[config.mk]
export PLATFORM = sky130hd
export DESIGN_NAME = fetch_queue
export DESIGN_NICKNAME = d
export VERILOG_FILES = /design/src/rtl/fetch_queue.sv
export SDC_FILE = /design/constraint.sdc
export NUM_CORES = 1
export LEC_CHECK = 0
export ABC_AREA = 1
export BUFFER_PORTS_ARGS = -buffer_cell sky130_fd_sc_hd__buf_2
export CORE_UTILIZATION = 38
export CTS_BUF_LIST = sky130_fd_sc_hd__clkbuf_4
export DETAILED_ROUTE_END_ITERATION = 8
export HOLD_SLACK_MARGIN = 0.06
export SLEW_MARGIN = 20
export SYNTH_ARGS = -nofsm -noshare
export SYNTH_HDL_FRONTEND = slang
export SYNTH_SLANG_ARGS = --single-unit
export TNS_END_PERCENT = 5
[constraint.sdc]
create_clock -name clk -period 2.66 [get_ports clk]
set_input_delay 0.532 -clock clk [delete_from_list [all_inputs] [get_ports clk]]
set_output_delay 0.532 -clock clk [all_outputs]
set_load 0.005 [all_outputs]
[src/rtl/fetch_queue.sv]
// rtl/fetch_queue.sv - instruction fetch front end with PC/instruction FIFO toward decode
//
// Purpose:
//   Owns the fetch PC, issues at most one request per cycle to a synchronous
//   instruction memory, buffers each returned word together with its PC and
//   presents the oldest entry to decode via a valid/ready handshake. A
//   redirect flushes the buffer and any in-flight fetch and restarts at the
//   (word-aligned) target.
//
// Ports:
//   clk            rising-edge clock
//   reset          asynchronous, active-high reset
//   redirect_valid flush everything and restart fetch at redirect_pc
//   redirect_pc    restart address (low two bits ignored)
//   imem_req       a fetch is issued this cycle
//   imem_addr      fetch address (the fetch PC register)
//   imem_rdata     memory data, valid the cycle after the matching request
//   out_valid      FIFO head holds an instruction
//   out_ready      decode accepts the head this cycle
//   out_pc         PC of the head entry, 0 when empty
//   out_instr      instruction of the head entry, 0 when empty
//   occupancy      number of valid FIFO entries
module fetch_queue #(
  parameter int          PC_W     = 9,
  parameter int          INS_W    = 32,
  parameter int          DEPTH    = 4,
  parameter int unsigned RESET_PC = 0
) (
  input  logic                       clk,
  input  logic                       reset,
  input  logic                       redirect_valid,
  input  logic [PC_W-1:0]            redirect_pc,
  output logic                       imem_req,
  output logic [PC_W-1:0]            imem_addr,
  input  logic [INS_W-1:0]           imem_rdata,
  output logic                       out_valid,
  input  logic                       out_ready,
  output logic [PC_W-1:0]            out_pc,
  output logic [INS_W-1:0]           out_instr,
  output logic [$clog2(DEPTH+1)-1:0] occupancy
);

  localparam int CNT_W = $clog2(DEPTH + 1);
  localparam int PTR_W = $clog2(DEPTH);
  localparam logic [PC_W-1:0] RESET_PC_L = PC_W'(RESET_PC);

  logic [PC_W-1:0]  fetch_pc_q, fetch_pc_d;
  logic [PC_W-1:0]  pending_pc_q, pending_pc_d;
  logic [CNT_W-1:0] count_q, count_d;
  logic             inflight_q, inflight_d;
  logic [PTR_W-1:0] rd_ptr_q, rd_ptr_d;
  logic [PTR_W-1:0] wr_ptr_q, wr_ptr_d;

  logic [PC_W-1:0]  pc_mem_q  [DEPTH];
  logic [INS_W-1:0] ins_mem_q [DEPTH];

  logic [CNT_W:0] credit_used;
  logic           push;
  logic           pop;

  // Credit counts buffered entries plus the one possibly in flight, so every
  // return is guaranteed a free slot. A same-cycle pop earns no credit.
  assign credit_used = {1'b0, count_q} + (CNT_W + 1)'(inflight_q);
  assign imem_req    = !reset && !redirect_valid && (credit_used < (CNT_W + 1)'(DEPTH));

  // A return lands the cycle after its issue; a redirect in that cycle kills it.
  assign push = inflight_q && !redirect_valid;
  assign pop  = (count_q != '0) && out_ready && !redirect_valid;

  always_comb begin
    fetch_pc_d   = fetch_pc_q;
    pending_pc_d = pending_pc_q;
    count_d      = count_q;
    inflight_d   = 1'b0;
    rd_ptr_d     = rd_ptr_q;
    wr_ptr_d     = wr_ptr_q;

    if (redirect_valid) begin
      fetch_pc_d = redirect_pc & ~PC_W'(3);
      count_d    = '0;
      rd_ptr_d   = '0;
      wr_ptr_d   = '0;
    end else begin
      // Pointers wrap naturally because DEPTH is a power of two.
      if (push) wr_ptr_d = wr_ptr_q + PTR_W'(1);
      if (pop)  rd_ptr_d = rd_ptr_q + PTR_W'(1);

      if (push && !pop)      count_d = count_q + CNT_W'(1);
      else if (pop && !push) count_d = count_q - CNT_W'(1);

      inflight_d = imem_req;
      if (imem_req) begin
        pending_pc_d = fetch_pc_q;
        fetch_pc_d   = fetch_pc_q + PC_W'(4);
      end
    end
  end

  always_ff @(posedge clk or posedge reset) begin
    if (reset) begin
      fetch_pc_q   <= RESET_PC_L;
      pending_pc_q <= '0;
      count_q      <= '0;
      inflight_q   <= 1'b0;
      rd_ptr_q     <= '0;
      wr_ptr_q     <= '0;
    end else begin
      fetch_pc_q   <= fetch_pc_d;
      pending_pc_q <= pending_pc_d;
      count_q      <= count_d;
      inflight_q   <= inflight_d;
      rd_ptr_q     <= rd_ptr_d;
      wr_ptr_q     <= wr_ptr_d;
    end
  end

  // Storage needs no reset: entries are only visible while count is non-zero.
  always_ff @(posedge clk) begin
    if (push) begin
      pc_mem_q[wr_ptr_q]  <= pending_pc_q;
      ins_mem_q[wr_ptr_q] <= imem_rdata;
    end
  end

  assign imem_addr = fetch_pc_q;
  assign out_valid = (count_q != '0);
  assign out_pc    = out_valid ? pc_mem_q[rd_ptr_q]  : '0;
  assign out_instr = out_valid ? ins_mem_q[rd_ptr_q] : '0;
  assign occupancy = count_q;

endmodule

==> impl_metrics.py, run 1 <==
metrics = {
    "outcome": {
        "status": "completed",
    },
    "cts": {
        "holdBufCountCts": 0,
        "insertion_delay_ns": 0.58,
        "htreeDepth": 4,
        "clockRootBuffer": "clkbuf_4",
        "path_clk_slew_ns": 0.14,
        "clock_path_buffers": 2,
        "cts_sinks": 178,
        "numCtsBuffers": 17,
        "tritoncts": "built",
    },
    "power": {
        "powerDensity_nw_per_um2": 892,
        "p_sw_mw": 2.57,
        "p_leak_nw": 3.24,
        "sequentialPowerShare": 0.454,
        "internal_power_mw": 4.93,
        "power_frac_comb": 0.330,
        "swShare": 0.343,
        "max-vdd-ir-drop_mv": 0.650,
        "total_power_mw": 7.50,
        "clkPwrFrac": 0.216,
    },
    "die": {
        "start_util": 0.387,
        "chipWidth_um": 140,
        "rows": 50,
        "die-area_um2": 19600,
        "core_um2": 18700,
        "fp.dieH_um": 140,
        "pin_count": 100,
    },
    "run": {
        "cap_violations": 0,
    },
    "critical_path": {
        "crit_path_end_kind": "output port",
        "arrival_ns": 2.01,
        "worst-path-buf-inv": 3,
        "max_stage_delay_ns": 0.49,
        "path_delay_family": "buffers and inverters",
        "cp_slowest_cell": "dfrtp_2",
        "worstPathCellList": "inv_6, buf_12, o21ai_0, a21oi_1, buf_2",
        "r2r_setup_slack_ns": 0.61,
        "critical_path_class": "flip-flop to output port",
        "r2r-start": "occupancy[2]",
        "worstPathRequired_ns": 2.13,
        "start_kind": "flip-flop",
        "crit_fanout": 34,
        "timing.rr.end": "occupancy[2]",
        "r2r_cells": 12,
    },
    "drt": {
        "drtPass1Iterations": 4,
        "finalWirelength_mm": 16.2,
        "drc_errors": 0,
        "via_count": 4783,
        "ant_nets": 0,
        "routedWlPerCell_um": 16.8,
        "drt_iter0_drc": 333,
        "via_per_inst": 4.96,
    },
    "cells_and_area": {
        "layout.nets": 767,
        "fin_cells": 965,
        "drive_above_1_share": 0.218,
        "area_delta_synth_final_pct": 16.2,
    },
    "yosys": {
        "synth_cells": 617,
        "yosysTopAreaCell": "edfxtp_1",
        "synth_area_um2": 7240,
        "synth_warnings": 0,
        "syn_avg_cell_area_um2": 11.7,
        "synth_top_area_frac": 0.647,
        "ys_seq_area_frac": 0.723,
        "synth_cell_types": 25,
        "async_reset_ff_frac": 0.124,
        "ys_seq_elements": 178,
        "synthTopCellsByArea": "edfxtp_1, nor2_1, dfrtp_1",
        "synth_commonest_cells": "nor2_1, edfxtp_1, o21ai_0, nand2_1, a21oi_1",
        "synth_edf_count": 156,
        "synth_top_flop_cell": "edfxtp_1",
        "synth.most_common_cell": "nor2_1",
    },
    "placed_design": {
        "hpwl_mm": 9.42,
        "gp_congestion": 0.788,
        "io_buffers": 93,
        "dp_cells": 928,
    },
    "grt": {
        "grt_pass1_vias": 4756,
        "overflow": 0,
        "antenna_found_initial": 2,
        "grt_max_degree": 80,
        "grt_pass1_wl_mm": 24.8,
        "grt_use_total": 0.169,
    },
    "timing": {
        "maxSlewViolCount": 0,
        "setup_violations": 0,
        "finClkSkew_ns": 0.0209,
        "rsz0062_at_grt": "true",
        "worstMarginPinSlew_ns": 0.862,
        "post-route-period-util": 0.957,
        "max_freq_ghz": 0.393,
        "finalHoldViolations": 0,
        "finalSetupTns_ns": 0,
        "fin_crit_ns": 2.55,
        "maxSlewHeadroom": 0.425,
    },
    "worst_hold_path": {
        "hold_path.class": "primary input to async pin",
    },
}
[state kept, by name (all words and copies together), names as in the netlist]
signal and cells:
imem_addr 7, inflight_q 1, ins_mem_q 128, occupancy 3, pc_mem_q 28, pending_pc_q 7, rd_ptr_q 2, wr_ptr_q 2
[logic make-up after synthesis]
| kind of cell | after synthesis | share of synthesized area |
|---|---|---|
| buf+inv | 62 | 0.0411 |
| other cells | 1 | 0.000518 |
| simple gates | 238 | 0.130 |
| fa+ha+maj | 6 | 0.0114 |
| xor+xnor | 2 | 0.00242 |
| flops | 178 | 0.723 |
| compound gates | 130 | 0.0914 |
[what timing repair did]
action                                  CTS  global route
buffers inserted                          0             1
endpoints found under the setup margin   18            21
pin swaps                                 0             0
resized for setup                         2             4
cloned                                    0             2
[worst max-delay path by stage]
| stage | cells after the start | from | slack, ns | end |
|---|---|---|---|---|
| finish | 5 | rd_ptr_q[0] | 0.11 | out_instr[5] |
| global route | 5 | rd_ptr_q[0] | -0.02 | out_instr[1] |
| CTS | 6 | rd_ptr_q[0] | 0.006 | out_instr[5] |
| detailed placement | 5 | redirect_valid | 0.37 | pc_mem_q[0][4] |
| global placement | 5 | redirect_valid | 0.42 | ins_mem_q[0][30] |
| floorplan | 3 | redirect_valid | -0.33 | ins_mem_q[0][0] |
[per-stage QoR]
step / hold WS [ns] / util / worst slack [ns] / instance area (um2)
after global placement: 0.509 / 0.430 / 0.416 / 8040
final: 0.110 / 0.450 / 0.115 / 8410
after CTS: 0.101 / 0.446 / 0.00619 / 8350
after detailed placement: 0.538 / 0.430 / 0.371 / 8040
after global routing: 0.103 / 0.449 / -0.0226 / 8410
after floorplan: 0.476 / - / -0.326 / 7250
[area by class of cell]
| type | count | area (um2) |
|---|---|---|
| fill | 1689 | 10300 |
| sequential | 178 | 5240 |
| multi-input combinational | 380 | 1750 |
| timing repair buffer | 112 | 716 |
| tap | 234 | 293 |
| clock inverter | 14 | 168 |
| clock buffer | 18 | 135 |
| inverter | 27 | 109 |
| antenna | 2 | 5.00 |
[power by group through the flow]
stage               Clock (mW)  Combinational, mW  Sequential, mW
CTS                       1.66               2.40            3.40
floorplan                    0               1.37            3.41
finish                    1.62               2.47            3.41
global placement             0               2.35            3.44
detailed placement           0               2.39            3.46
global route              1.78               2.77            3.44
[worst reg2reg max path, cell delays in order, from the launching register on]
cell,delay (ns)
dfrtp_1,0.45
inv_1,0.10
nand2_2,0.13
nand2_1,0.12
nand2_2,0.15
inv_1,0.07
fa_1,0.39
xnor2_1,0.24
inv_1,0.07
nand2_1,0.06
nand2_1,0.05
nand2_1,0.05
nand2_1,0.06
[cell usage in the layout (no fill, tap or decap), types with 2 or more instances in the layout]
| master | count |
|---|---|
| nor2_1 | 165 |
| edfxtp_1 | 156 |
| buf_2 | 93 |
| o21ai_0 | 84 |
| nand2_1 | 46 |
| a21oi_1 | 40 |
| inv_1 | 23 |
| dfrtp_1 | 20 |
| clkbuf_4 | 18 |
| nand3_1 | 16 |
| buf_4 | 10 |
| inv_2 | 7 |
| nor2_4 | 5 |
| ha_1 | 5 |
| buf_12 | 5 |
| o21ai_1 | 4 |
| conb_1 | 4 |
| bufinv_16 | 4 |
| nand4_1 | 3 |
| diode_2 | 2 |
| inv_6 | 2 |
| nand2_2 | 2 |
| inv_4 | 2 |
| clkinv_2 | 2 |
| buf_6 | 2 |
| dfrtp_2 | 2 |
[routing by layer]
metal | up-vias | share of wire | global-route usage
met5 | - | 0 | 0
met4 | 0 | 0.010 | 0.0468
met3 | 15 | 0.062 | 0.0526
met2 | 150 | 0.49 | 0.289
met1 | 2293 | 0.44 | 0.206
li1 | 2325 | - | -
(Power assumes the default switching activity.)
==> inputs of run 2 (changes only) <==
==> constraint.sdc (replaced) <==
create_clock -name clk -period 2.66 [get_ports clk]
set_input_delay 0.399 -clock clk [delete_from_list [all_inputs] [get_ports clk]]
set_output_delay 0.399 -clock clk [all_outputs]
set_load 0.005 [all_outputs]
==> run 2 against run 1 <==
Non-clock buffer count rose by 39. Critical path depth is 1 higher. Wire length fell by 2.4%. Combinational power shrank 5%. Total power fell by 1.4%. Clock skew increased by 0.0038 ns. Critical path type unchanged. Largest cell class unchanged.
==> impl_metrics.py, run 2 (synthesis results as in run 1) <==
metrics = {
    "outcome": {
        "status": "completed",
    },
    "drt": {
        "ant_nets": 0,
        "dr_wl_met3_um": 852,
        "via_per_inst": 4.86,
        "finalWirelength_mm": 15.8,
        "drt_iter0_drc": 275,
        "drc_errors": 0,
        "drtPass1Iterations": 5,
        "via_count": 4872,
        "drt-met1-wl_mm": 7.17,
        "wl_met2_mm": 7.54,
        "top_layer": "met4",
        "routedWlPerCell_um": 15.8,
    },
    "timing": {
        "maxSlewViolCount": 0,
        "post-route-period-util": 0.936,
        "setup_ws_ns": 0.171,
        "timing.hold.ws_ns": 0.151,
        "fin_crit_ns": 2.49,
        "worstMarginPinSlew_ns": 0.859,
        "maxSlewHeadroom": 0.426,
        "setup_violations": 0,
        "finalHoldViolations": 0,
        "finClkSkew_ns": 0.0247,
        "max_freq_ghz": 0.402,
        "rsz0062_at_grt": "false",
    },
    "power": {
        "p_leak_nw": 3.36,
        "powerDensity_nw_per_um2": 848,
        "max-vdd-ir-drop_mv": 0.493,
    },
    "cells_and_area": {
        "regMostFlops": "ins_mem_q",
        "drive_above_1_share": 0.202,
        "fillers": 1658,
        "reg_top3": "ins_mem_q x128, pc_mem_q x28",
        "layout.nets": 806,
        "fin_cells": 1002,
        "largest_register_ff_count": 128,
        "area_delta_synth_final_pct": 20.6,
        "layout_commonest_cell": "nor2_1",
        "mostFrequentLayoutCells": "nor2_1, edfxtp_1, buf_2, o21ai_0, nand2_1",
        "n_antenna_cell": 0,
    },
    "critical_path": {
        "start_kind": "flip-flop",
        "r2r_setup_slack_ns": 0.65,
        "r2r_cells": 5,
        "r2r-start": "inflight_q",
        "crit_start": "rd_ptr_q[0]",
        "crit_path_end_kind": "output port",
        "arrival_ns": 2.09,
        "crit_fanout": 79,
        "timing.rr.end": "ins_mem_q[0][4]",
        "worstPathRequired_ns": 2.26,
        "critical_path_class": "flip-flop to output port",
        "crit_end": "out_instr[19]",
    },
    "placed_design": {
        "io_buffers": 93,
        "pre_cts_ws_ns": 0.453,
        "hpwl_mm": 9.41,
        "dp_cells": 930,
        "gp_congestion": 0.762,
    },
    "cts": {
        "numCtsBuffers": 17,
        "path_clk_slew_ns": 0.14,
        "tritoncts": "built",
        "clock_path_buffers": 2,
        "insertion_delay_ns": 0.56,
        "cts_sinks": 178,
        "clockRootBuffer": "clkbuf_4",
        "htreeDepth": 4,
        "cts_setup_buffers": 0,
    },
    "grt": {
        "grt_pass1_vias": 4819,
        "grt_max_degree": 80,
        "antenna_found_initial": 0,
        "grt_use_total": 0.169,
        "overflow": 0,
        "grt_pass1_wl_mm": 25.3,
    },
    "worst_hold_path": {
        "hold_path.class": "primary input to flip-flop",
    },
    "die": {
        "core_um2": 18700,
        "die-area_um2": 19600,
        "start_util": 0.387,
        "chipWidth_um": 140,
        "pin_count": 100,
        "fp.dieH_um": 140,
        "rows": 50,
    },
    "run": {
        "cap_violations": 0,
    },
}
## run 2: stage by stage
step | utilization | setup TNS, ns | cell area, um2 | total power [mW]
final | 0.467 | 0 | 8730 | 7.40
after floorplan | - | -30.04 | 7250 | 4.79
after CTS | 0.466 | 0 | 8730 | 7.46
after global routing | 0.467 | 0 | 8730 | 7.85
after global placement | 0.428 | 0 | 8000 | 5.73
after detailed placement | 0.428 | 0 | 8000 | 5.78
## run 2: metal layers
layer,GRT usage,vias up
met5,0,-
met2,0.281,138
li1,-,2393
met1,0.219,2321
met4,0.0596,0
met3,0.0393,20
## run 2: critical path, cell delays in order (launching register included)
cell,delay (ns)
dfrtp_2,0.43
buf_12,0.30
nor2_1,0.10
nor2_1,0.08
o21ai_0,0.08
a21oi_1,0.27
buf_2,0.17
## run 2: power by group
part	switching [mW]	leakage [nW]	internal [mW]
Sequential	0.147	1.69	3.25
Combinational	1.49	1.50	0.867
Clock	0.867	0.170	0.780
## run 2: final cells by class
class	count	area, um2	area share
clock buffer	21	158	0.0181
clock inverter	11	161	0.0185
multi-input combinational	380	1750	0.200
sequential	178	5240	0.600
timing repair buffer	151	1030	0.118
tap	234	293	0.0335
inverter	27	106	0.0122
## run 2: worst min path at each step
stage,startpoint,endpoint,slack [ns],cells after the start
floorplan,reset,imem_addr[2],0.39,1
CTS,out_ready,rd_ptr_q[1],0.11,3
finish,out_ready,rd_ptr_q[1],0.15,3
global route,out_ready,rd_ptr_q[1],0.14,3
detailed placement,pending_pc_q[5],pc_mem_q[3][5],0.52,0
global placement,pending_pc_q[5],pc_mem_q[2][5],0.49,0
## run 2: repair_timing
action,CTS,global route
resized for setup,1,2
hold buffers,40,0
setup endpoints to repair,2,9
endpoints found under the hold margin,157,0
==> inputs of run 3 (changes only) <==
CORE_MARGIN = 2   (was not set)
CORE_UTILIZATION = 50   (was 38)
PLACE_DENSITY = 0.74   (was not set)
==> run 3 against run 2 <==
Clock skew down 0.012 ns. Utilization is 15 points higher. Setup slack lost 0.050 ns. Non-clock buffer count is the same.
==> impl_metrics.py, run 3 (synthesis results as in run 1) <==
metrics = {
    "grt": {
        "grt_pass1_wl_mm": 24.3,
        "grt_max_degree": 46,
        "grt_use_total": 0.200,
        "antenna_found_initial": 1,
        "grt_pass1_vias": 4989,
        "overflow": 0,
    },
    "cells_and_area": {
        "fillers": 1088,
        "area_delta_synth_final_pct": 18.7,
        "layout.nets": 806,
        "regMostFlops": "ins_mem_q",
        "seq_area_um2": 5240,
        "drive_above_1_share": 0.202,
        "multi_input_area_um2": 1750,
        "layout_commonest_cell": "nor2_1",
        "design_area_um2": 8590,
        "reg_top3": "ins_mem_q x128, pc_mem_q x28",
        "fin_cells": 949,
        "largest_register_ff_count": 128,
        "mostFrequentLayoutCells": "nor2_1, edfxtp_1, buf_2, o21ai_0, nand2_1",
    },
    "power": {
        "p_leak_nw": 3.32,
        "powerDensity_nw_per_um2": 829,
        "total_power_mw": 7.12,
        "max-vdd-ir-drop_mv": 0.641,
    },
    "critical_path": {
        "critical_path_class": "flip-flop to output port",
        "arrival_ns": 2.14,
        "max_stage_delay_ns": 0.60,
        "crit_path_end_kind": "output port",
        "worstPathCellList": "inv_2, buf_4, o21ai_0, a21oi_1, buf_2",
        "cp_slowest_cell": "dfrtp_4",
        "worstPathRequired_ns": 2.26,
        "r2r_cells": 5,
        "crit_fanout": 34,
        "start_kind": "flip-flop",
    },
    "cts": {
        "cts_setup_buffers": 0,
        "numCtsBuffers": 17,
        "path_clk_slew_ns": 0.13,
        "insertion_delay_ns": 0.54,
        "clockRootBuffer": "clkbuf_4",
        "htreeDepth": 4,
        "tritoncts": "built",
        "cts_sinks": 178,
        "clock_path_buffers": 2,
    },
    "timing": {
        "fin_crit_ns": 2.54,
        "timing.hold.ws_ns": 0.180,
        "maxSlewViolCount": 0,
        "post-route-period-util": 0.955,
        "maxSlewHeadroom": 0.450,
        "finClkSkew_ns": 0.0130,
        "setup_violations": 0,
        "finalHoldViolations": 0,
        "rsz0062_at_grt": "true",
        "finalSetupTns_ns": 0,
        "worstMarginPinSlew_ns": 0.824,
        "max_freq_ghz": 0.394,
    },
    "drt": {
        "drtPass1Iterations": 5,
        "drc_errors": 0,
        "finalWirelength_mm": 15.2,
        "via_count": 5003,
        "drt_iter0_drc": 384,
        "routedWlPerCell_um": 16.0,
        "ant_nets": 0,
        "via_per_inst": 5.27,
    },
    "placed_design": {
        "hpwl_mm": 9.25,
        "gp_congestion": 0.813,
        "dp_cells": 876,
        "placed_area_um2": 7910,
        "io_buffers": 93,
    },
    "die": {
        "pin_count": 100,
        "start_util": 0.517,
        "core_um2": 14000,
        "chipWidth_um": 124,
        "fp.dieH_um": 124,
        "rows": 43,
        "die-area_um2": 15500,
    },
    "worst_hold_path": {
        "whs_path_depth": 3,
        "hold_path.class": "primary input to flip-flop",
    },
    "outcome": {
        "status": "completed",
    },
    "run": {
        "cap_violations": 0,
    },
}
==> run 3: area by class of cell <==
cell class,instances,area share
multi-input combinational,380,0.203
sequential,178,0.610
timing repair buffer,151,0.118
tap,180,0.0262
clock inverter,12,0.0134
antenna,1,0.000291
inverter,27,0.0119
clock buffer,20,0.0175
==> run 3: report_power, final <==
group	switching [mW]	internal, mW	total [mW]
registers	0.169	3.25	3.42
clock network	0.846	0.575	1.42
logic	1.43	0.847	2.28
total	2.45	4.68	7.12
==> run 3: final timing paths <==
| path | startpoint | to | slack, ns |
|---|---|---|---|
| setup / recovery | rd_ptr_q[0] | out_instr[4] | 0.12 |
| hold / removal | out_ready | rd_ptr_q[0] | 0.18 |
| setup reg to reg | inflight_q | ins_mem_q[2][20] | 0.70 |
| hold reg to reg | pending_pc_q[6] | pc_mem_q[0][6] | 0.53 |
| max in group asynchronous | reset | rd_ptr_q[0] | 1.51 |
| min in group asynchronous | reset | occupancy[1] | 0.56 |
==> run 3: metal layers <==
metal	up-vias	global-route usage	part of all wire
met4	0	0.0740	0.013
met3	17	0.0430	0.054
met2	165	0.344	0.50
met5	-	0	0
li1	2398	-	-
met1	2423	0.250	0.43
==> run 3: repair_timing <==
action	CTS	global route
endpoints found under the setup margin	7	13
resized for setup	2	3
hold endpoints to repair	157	0
hold buffers	40	0
==> run 3: metrics by stage <==
stage | setup WS, ns | util
after detailed placement | 0.489 | 0.566
final | 0.121 | 0.614
after global placement | 0.556 | 0.566
after CTS | 0.0403 | 0.614
after floorplan | -0.193 | -
after global routing | -0.00599 | 0.614
==> run 3: worst max-delay path: cells and delay by family (launching register included) <==
family | cells | cell delay (ns)
buffers and inverters | 3 | 0.57
flip-flops | 1 | 0.60
AO/OA/AOI/OAI | 2 | 0.42
